===== src/rtl/fifo_pkg.sv =====
// fifo_pkg: read-latency constant, beat type and width helper shared by the FIFO packer/unpacker pair.
// Rev 1.0
`default_nettype none

package fifo_pkg;

   // Cycles from an accepted pop to the word appearing on rdata.
   localparam int RD_LAT = 1;

   // Beat layout of the default 4 x 8-bit configuration, used on the interchange between the two sides.
   localparam int BEAT_DATA_W = 32;
   localparam int BEAT_CNT_W  = 3;

   typedef struct packed {
      logic [BEAT_DATA_W-1:0] data;
      logic [BEAT_CNT_W-1:0]  count;
   } beat_t;

   // Bits needed to hold a lane count of 0..ratio.
   function automatic int cnt_width(input int ratio);
      return $clog2(ratio + 1);
   endfunction

endpackage

`default_nettype wire


===== src/rtl/fifo_rd_skid_q.sv =====
// fifo_rd_skid_q: 2-entry valid/ready output queue; head is held until accepted.
// Rev 1.0
`default_nettype none

module fifo_rd_skid_q #(
   parameter int WIDTH = 8
) (
   input  logic             clk_i,
   input  logic             rst_i,
   input  logic             enq_valid_i,
   input  logic [WIDTH-1:0] enq_data_i,
   input  logic             deq_ready_i,
   output logic             deq_valid_o,
   output logic [WIDTH-1:0] deq_data_o,
   output logic [1:0]       cnt_o
);

   logic [WIDTH-1:0] slot0_q, slot0_d;
   logic [WIDTH-1:0] slot1_q, slot1_d;
   logic [1:0]       cnt_q, cnt_d;
   logic             deq;
   logic             enq;

   always_comb begin
      slot0_d = slot0_q;
      slot1_d = slot1_q;
      cnt_d   = cnt_q;
      deq     = (cnt_q != 2'd0) && deq_ready_i;
      // A full queue still accepts a write in the cycle its head leaves.
      enq     = enq_valid_i && ((cnt_q != 2'd2) || deq);
      case ({enq, deq})
         2'b10: begin
            if (cnt_q == 2'd0) slot0_d = enq_data_i;
            else               slot1_d = enq_data_i;
            cnt_d = cnt_q + 2'd1;
         end
         2'b01: begin
            if (cnt_q == 2'd2) slot0_d = slot1_q;
            cnt_d = cnt_q - 2'd1;
         end
         2'b11: begin
            if (cnt_q == 2'd1) begin
               slot0_d = enq_data_i;
            end else begin
               slot0_d = slot1_q;
               slot1_d = enq_data_i;
            end
         end
         default: ;
      endcase
   end

   always_ff @(posedge clk_i) begin
      if (rst_i) begin
         slot0_q <= '0;
         slot1_q <= '0;
         cnt_q   <= 2'd0;
      end else begin
         slot0_q <= slot0_d;
         slot1_q <= slot1_d;
         cnt_q   <= cnt_d;
      end
   end

   assign deq_valid_o = (cnt_q != 2'd0);
   assign deq_data_o  = slot0_q;
   assign cnt_o       = cnt_q;

endmodule

`default_nettype wire


===== src/rtl/fifo_rd_packer.sv =====
// fifo_rd_packer: pops narrow FIFO words, packs PACK_RATIO of them (lane 0 first) into beats, supports flush.
// Rev 1.0
`default_nettype none

module fifo_rd_packer
   import fifo_pkg::*;
#(
   parameter int  DATA_WIDTH = 8,
   parameter int  PACK_RATIO = 4,
   localparam int CNT_W      = cnt_width(PACK_RATIO)
) (
   input  logic                             rclk,
   input  logic                             rrst,
   input  logic                             rempty,
   input  logic [DATA_WIDTH-1:0]            rdata,
   output logic                             r_en,
   input  logic                             flush,
   output logic                             m_valid,
   input  logic                             m_ready,
   output logic [DATA_WIDTH*PACK_RATIO-1:0] m_data,
   output logic [CNT_W-1:0]                 m_count,
   output logic                             flush_done
);

   localparam int               BEAT_W    = DATA_WIDTH * PACK_RATIO;
   localparam logic [CNT_W-1:0] LAST_LANE = CNT_W'(PACK_RATIO - 1);
   localparam logic [CNT_W-1:0] FULL_CNT  = CNT_W'(PACK_RATIO);

   typedef struct packed {
      logic [BEAT_W-1:0] data;
      logic [CNT_W-1:0]  count;
   } pbeat_t;

   if ((RD_LAT != 1) || (PACK_RATIO < 1)) begin : g_param_chk
      $error("fifo_rd_packer supports RD_LAT == 1 and PACK_RATIO >= 1 only");
   end

   logic [CNT_W-1:0]  lane_cnt_q, lane_cnt_d;
   logic [BEAT_W-1:0] lanes_q, lanes_d;
   logic              inflight_q, inflight_d;
   logic              flush_pend_q, flush_pend_d;
   logic              flush_done_q, flush_done_d;

   logic [1:0]        q_cnt;
   logic              deq;
   logic              q_free;
   logic              c_inf;
   logic              c_new;
   logic [CNT_W-1:0]  next_pos;
   int                credit_sum;
   logic              flush_fin;
   logic [BEAT_W-1:0] lanes_wr;
   logic              enq_valid;
   pbeat_t            enq_beat;
   pbeat_t            head;

   assign deq    = m_valid && m_ready;
   assign q_free = (q_cnt != 2'd2) || deq;

   // Reserve a queue slot for every beat that the in-flight word or the word popped now would complete.
   always_comb begin
      c_inf      = inflight_q && (lane_cnt_q == LAST_LANE);
      next_pos   = c_inf ? '0 : lane_cnt_q + CNT_W'(inflight_q);
      c_new      = (next_pos == LAST_LANE);
      credit_sum = int'(q_cnt) + int'(c_inf) + int'(c_new) - int'(deq);
      r_en       = !rrst && !rempty && !flush_pend_q && (credit_sum <= 2);
   end

   // A flush completes once nothing is in flight, no pop is issued this cycle and the queue can take a beat.
   always_comb begin
      flush_fin    = (flush_pend_q || flush) && !inflight_q && !r_en && q_free;
      flush_pend_d = (flush_pend_q || flush) && !flush_fin;
      flush_done_d = flush_fin;
      inflight_d   = r_en;
   end

   always_comb begin
      lanes_d    = lanes_q;
      lane_cnt_d = lane_cnt_q;
      enq_valid  = 1'b0;
      enq_beat   = '0;
      lanes_wr   = lanes_q;
      lanes_wr[int'(lane_cnt_q)*DATA_WIDTH +: DATA_WIDTH] = rdata;
      if (inflight_q) begin
         if (lane_cnt_q == LAST_LANE) begin
            enq_valid      = 1'b1;
            enq_beat.data  = lanes_wr;
            enq_beat.count = FULL_CNT;
            lanes_d        = '0;
            lane_cnt_d     = '0;
         end else begin
            lanes_d    = lanes_wr;
            lane_cnt_d = lane_cnt_q + CNT_W'(1);
         end
      end else if (flush_fin && (lane_cnt_q != '0)) begin
         // Lanes above lane_cnt are already zero since they are cleared after every beat.
         enq_valid      = 1'b1;
         enq_beat.data  = lanes_q;
         enq_beat.count = lane_cnt_q;
         lanes_d        = '0;
         lane_cnt_d     = '0;
      end
   end

   always_ff @(posedge rclk) begin
      if (rrst) begin
         lane_cnt_q   <= '0;
         lanes_q      <= '0;
         inflight_q   <= 1'b0;
         flush_pend_q <= 1'b0;
         flush_done_q <= 1'b0;
      end else begin
         lane_cnt_q   <= lane_cnt_d;
         lanes_q      <= lanes_d;
         inflight_q   <= inflight_d;
         flush_pend_q <= flush_pend_d;
         flush_done_q <= flush_done_d;
      end
   end

   fifo_rd_skid_q #(
      .WIDTH ($bits(pbeat_t))
   ) u_out_q (
      .clk_i       (rclk),
      .rst_i       (rrst),
      .enq_valid_i (enq_valid),
      .enq_data_i  (enq_beat),
      .deq_ready_i (m_ready),
      .deq_valid_o (m_valid),
      .deq_data_o  (head),
      .cnt_o       (q_cnt)
   );

   assign m_data     = head.data;
   assign m_count    = head.count;
   assign flush_done = flush_done_q;

endmodule

`default_nettype wire


===== config.mk =====
export PLATFORM = sky130hd
export DESIGN_NAME = fifo_rd_packer
export DESIGN_NICKNAME = d
export VERILOG_FILES = /design/src/rtl/fifo_pkg.sv /design/src/rtl/fifo_rd_skid_q.sv /design/src/rtl/fifo_rd_packer.sv
export SDC_FILE = /design/constraint.sdc
export NUM_CORES = 1
export LEC_CHECK = 0
export BUFFER_PORTS_ARGS = -buffer_cell sky130_fd_sc_hd__buf_2
export CORE_UTILIZATION = 50
export DETAILED_ROUTE_END_ITERATION = 8
export PLACE_DENSITY = 0.69
export SLEW_MARGIN = 20
export SYNTH_ARGS = -nofsm -noshare
export SYNTH_HDL_FRONTEND = slang
export SYNTH_SLANG_ARGS = --single-unit

===== constraint.sdc =====
create_clock -name rclk -period 8.45 [get_ports rclk]
set_input_delay 0.4225 -clock rclk [delete_from_list [all_inputs] [get_ports rclk]]
set_output_delay 0.4225 -clock rclk [all_outputs]
set_load 0.05 [all_outputs]

== Yosys cells after proc, flatten, opt, wreduce, memory -nomap -nowiden ==
Cells that the tools add are included.
Widths: inputs -> output; s select.

* Multiplexer cells: 22
* Equal/unequal tests: 12
* Shifts and indexed selects: 2
* Magnitude comparators: 1
* Add/subtract/negate cells: 8
* Reduce and logical (&&, ||, !) cells: 28

{| class="wikitable"
|+ Operators with widths
! cell !! count
|-
| $mux 35 || 8
|-
| $pmux 35 s3 || 1
|-
| $mux 32 || 3
|-
| $pmux 35 s2 || 1
|-
| $neg 6->33 || 1
|-
| $shift 8x33->32 const A || 1
|-
| $shiftx 8x33->32 || 1
|-
| $bwmux 32 || 1
|-
| $mux 3 || 4
|-
| $logic_and 1x1->1 || 11
|-
| $reduce_bool 2->1 || 4
|-
| $eq 2x2->1 const B || 3
|-
| $eq 3x2->1 const B || 2
|-
| $logic_not 1->1 || 6
|-
| $ne 2x2->1 const B || 3
|-
| $reduce_and 3->1 || 2
|-
| $reduce_bool 3->1 || 2
|-
| $le 5x3->1 const B || 1
|-
| $sub 4x1->5 || 1
|-
| $add 3x1->4 || 1
|-
| $eq 2x1->1 const B || 2
|-
| $ne 2x1->1 const B || 2
|-
| $pmux 2 s2 || 1
|-
| $add 2x1->3 || 1
|-
| 7 further kinds || 10
|}

* Bits in registers: 110
* Output and inout bits: 38
* Bits of input ports: 13
* Word-level logic and storage cells: 81

== Depth between registers and ports, before layout ==
* Depth after elaboration: 18
* Mapped depth: 27
* Depth with buffers taken out: 23

== By module ==
From an unflattened synthesis, not the netlist that was laid out.

* Cells, all modules: 604
* Area total of the unflattened synthesis: 5271.3 µm²

{| class="wikitable"
|+ By module, submodules not included
! module !! cells each !! area an instance (µm²) !! sequential area each (µm²) !! instances
|-
| fifo_rd_skid_q || 373 || 2982.9 || 1441.4 || 1
|-
| fifo_rd_packer || 231 || 2288.4 || 760.7 || 1
|}

== Least setup slack after synthesis ==
No wires, ideal clock.

* Path type: register -> register
* From: reg lane_cnt_q[0]
* To: reg u_out_q.slot0_q[31], in the netlist u_out_q.deq_data_o[31]
* Period minus slack after synthesis: 5.282 ns
* Buffers on the path: 3
* Cell stages (with the launch flop): 26
* Data required time: 8.381 ns
* Slack: 3.168 ns
* Data arrival time: 5.212 ns
* Library setup time: 0.069 ns
* Cells stage by stage: dfxtp_1 > clkbuf_1 > inv_1 > ha_1 > nand4b_1 > ha_1 > inv_1 > ha_1 > and4b_4 > or2_2 > fa_1 > inv_1 > ha_1 > nand2b_1 > o311a_4 > nor4_4 > nand2_4 > buf_6 > a22oi_1 > ha_1 > nor2b_1 > or4_4 > nor2b_1 > clkbuf_1 > a222oi_1 > o21ai_1

* Word-level cells in the longest chain between the ends: 18
* Elaborated cells on any way between the ends: 36
* Classes of those cells: add/sub (5); order compare (1); eq/ne (7); shift (2); mux (11); reduce/logical (10)

{| class="wikitable"
|+ RTL lines
! item !! line !! source
|-
| start, declared || fifo_rd_packer.sv:38 || <nowiki>logic [CNT_W-1:0] lane_cnt_q, lane_cnt_d;</nowiki>
|-
| start signal, assigned || fifo_rd_packer.sv:113 || <nowiki>lane_cnt_q <= lane_cnt_d;</nowiki>
|-
| branches (longest 18 deep; another with $sub 4x1->5) || n/a ||
|-
| end signal, assigned || fifo_rd_skid_q.sv:59 || <nowiki>slot0_q <= slot0_d;</nowiki>
|-
| end, declared || fifo_rd_skid_q.sv:18 || <nowiki>logic [WIDTH-1:0] slot0_q, slot0_d;</nowiki>
|}

Several ways; the timed one is not identified. The select of a mux whose other input is x is not followed.
A chain may end at the register's enable or synchronous reset.

== Worst setup path after layout ==
* From: reg lane_cnt_q[0]
* To: reg u_out_q.slot0_q[12], in the netlist u_out_q.deq_data_o[12]

The elaborated chain is that of the path after synthesis.

==> results by group <==
Outcome
  – Status: finished clean

Power
  – Comb pwr share: 31.0%
  – Switching share of power: 36.8%
  – P_sw: 500 uW
  – Clock power frac: 24.6%
  – Pint: 859 uW
  – Leak: 2.12 nW
  – Power share of the sequential group: 44.4%
  – Peak VDD IR: 0.132 mV
  – Pwr Density: 234 nW/um^2

STA
  – F_max: 0.145 GHz
  – RSZ-0062 raised after global routing: no
  – Final Critical Period: 6.92 ns
  – Final count of hold timing violations: 0
  – Worst-Margin Slew: 0.979 ns
  – # setup viols final: 0
  – Final worst-path cycle share: 81.8%
  – Setup TNS: 0 ns
  – Pins Over Slew Limit: 0
  – Slew margin rel.: 34.7%
  – Clk_skew: 0.0116 ns
  – Setup ws final: 1.53 ns

Critical path
  – CP max FO: 32
  – Kind of cell adding the most delay to the critical path: simple AND/OR/NAND/NOR gates
  – Most used cell, CP: ha_1
  – Critical path class: reg -> reg
  – Crit path cell chain: ha_1 -> nand3_1 -> nand4b_1 -> ha_1 -> inv_1 -> ha_1 -> and4b_4 -> or2_2 -> fa_1 -> inv_1 -> ha_1 -> o2111ai_4 -> nand2_4 -> a22oi_1 -> ha_1 -> nor2b_1 -> or4_4 -> nor2b_2 -> buf_4 -> a222oi_1 -> o21ai_0
  – CP Launch Type: flop
  – Master of the slowest instance on the critical path: nand3_1
  – Worst Path Required: 8.75 ns
  – Worst setup EP type: flop
  – Max incr delay on CP: 0.61 ns
  – Buf/Inv on CP: 3
  – Crit path arrival time: 7.21 ns

Layout
  – Commonest cells after routing, fill and taps aside: dfxtp_1, nand2_1, buf_2
  – Proportion of layout cells with a drive suffix above 1: 17.0%
  – Nets: 630
  – # fillers: 952
  – Syn-to-layout area delta: 8.12%
  – Layout Cells excl Fill: 737
  – # diodes: 0
  – Commonest non-fill, non-tap cell in the layout: dfxtp_1

Route
  – Wirelength per Cell: 19.7 um
  – Via count: 4852
  – Vias per cell: 6.58
  – Routed wire length: 14.5 mm
  – Post-route ant nets: 0
  – Initial DRC Count: 344
  – DRC errors left: 0
  – First-pass DRT Iterations: 6

Synthesis
  – Synthesized area per cell: 9.20 sq um
  – Cell area after synthesis: 5370 sq um
  – Sequential area share after synthesis: 41.0%
  – Cells after Synth: 583
  – Main synth FF type: dfxtp_1
  – Synth Register Bits: 110
  – Async set-reset flop share out of synthesis: 0%
  – Syn nets: 617
  – Yosys top cell area share: 41.0%
  – Dominant cell type by area after synthesis: dfxtp_1
  – Yosys cell types: 65
  – Top post-synthesis cells by area: dfxtp_1, ha_1, a22o_1
  – EDFF count, synth: 0
  – Syn. warnings: 0

Global route
  – Vias in the first global route: 4637
  – Gr ovfl total: 0
  – Total GRT Usage: 26.6%
  – First-pass GRT wire length: 23.5 mm
  – Initial antenna violation count: 0
  – Largest net degree at the start of global routing: 58

Min path
  – Worst min path class: in -> reg

Clocking
  – Worst-Skew Late Latency: 0.38 ns
  – Clock Tree Buf Depth: 2
  – Root Buffer: clkbuf_8
  – Sink Count: 110
  – Post-CTS setup buffers: 0
  – Total CTS buffers: 9
  – Hold-fix buffer count after cts: 0
  – Clock transition at path regs: 0.10 ns
  – H-tree levels: 3
  – CTS tree: yes
  – CTS resizes: 0

Floorplanning
  – Rows: 37
  – Core area: 10400 sq um
  – Initial Utilization: 51.7%
  – DIE HEIGHT: 106 um
  – Ports: 51
  – Chip width: 106 um
  – Die area: 11100 sq um

Placement
  – Final Wtd Congestion: 0.881
  – Number of port buffers: 50
  – HPWL after DPL: 9.60 mm
  – Pre-CTS setup slack: 1.68 ns
  – Post-Place Cells: 721

Run
  – Max-cap check violation count: 0
## final cells by class
cell class	count	area, sq um	share of cell area [%]
Sequential cell	110	2200	38.0
Clock inverter	2	38.8	0.669
Inverter	11	41.3	0.712
Multi-Input combinational cell	409	2890	49.8
Timing Repair Buffer	55	288	4.96
Tap cell	136	170	2.93
Clock buffer	14	173	2.98
## metal layers
metal  vias to the layer above  wire length (um)  track usage (%)
met4                         0               255             9.72
met5                         -                 0                0
met3                        25               927             5.19
met1                      2383              6150             33.6
li1                       2275                 -                -
met2                       169              7190             45.0
## kinds of logic after synthesis
| kind of cell | after synthesis | share of synthesized area, % |
|---|---|---|
| AND/OR/NAND/NOR | 142 | 14.5 |
| buffers and inverters | 64 | 5.36 |
| XOR/XNOR | 3 | 0.490 |
| flip-flops | 110 | 41.0 |
| AO/OA/AOI/OAI | 242 | 33.3 |
| multiplexers | 1 | 0.187 |
| adder cells (fa/ha/maj) | 21 | 5.18 |
## worst paths after layout
kind | start | slack (ns) | to | cells past startpoint
setup reg to reg | lane_cnt_q[0] | 1.53 | u_out_q.deq_data_o[12] | 21
setup / recovery | lane_cnt_q[0] | 1.53 | u_out_q.deq_data_o[12] | 21
hold reg to reg | u_out_q.slot1_q[1] | 0.46 | u_out_q.slot1_q[1] | 2
hold / removal | rrst | 0.43 | flush_done | 2
## cell usage after synthesis (4+ instances only)
cell type / number
nand4_1: 5
a41oi_1: 16
a21bo_2: 8
ha_1: 19
dfxtp_1: 110
a21oi_1: 33
clkbuf_1: 38
o221ai_1: 16
nor2b_1: 6
a22o_1: 26
a222oi_1: 16
o21ai_1: 19
a22oi_1: 25
nand2_1: 50
buf_6: 4
buf_2: 5
a31oi_1: 16
o21ai_0: 40
nor2_1: 17
a32oi_1: 8
nor3b_1: 4
nand3_1: 30
inv_1: 11
## registers in the layout, indices dropped and copies added (netlist names)
register            flops
u_out_q.deq_data_o     35
u_out_q.slot1_q        35
lanes_q                32
lane_cnt_q              3
u_out_q.cnt_o           2
flush_done              1
flush_pend_q            1
inflight_q              1
## stage by stage
stage	instance area (sq um)	total power [mW]	util, %	hold slack [ns]
after CTS	5790	1.36	55.9	0.415
after global placement	5580	1.01	53.8	0.446
after detailed placement	5580	1.03	53.8	0.452
after floorplan	5370	0.937	-	0.432
final	5800	1.36	55.9	0.431
after global routing	5800	1.42	55.9	0.438
## power by group through the flow
stage	Combinational, mW	Clock, mW	Sequential [mW]
after detailed placement	0.415	0	0.615
after global placement	0.399	0	0.612
final	0.421	0.334	0.604
after global routing	0.458	0.356	0.610
after floorplan	0.311	0	0.626
after CTS	0.418	0.340	0.603
Power figures use the tool's default switching activity.
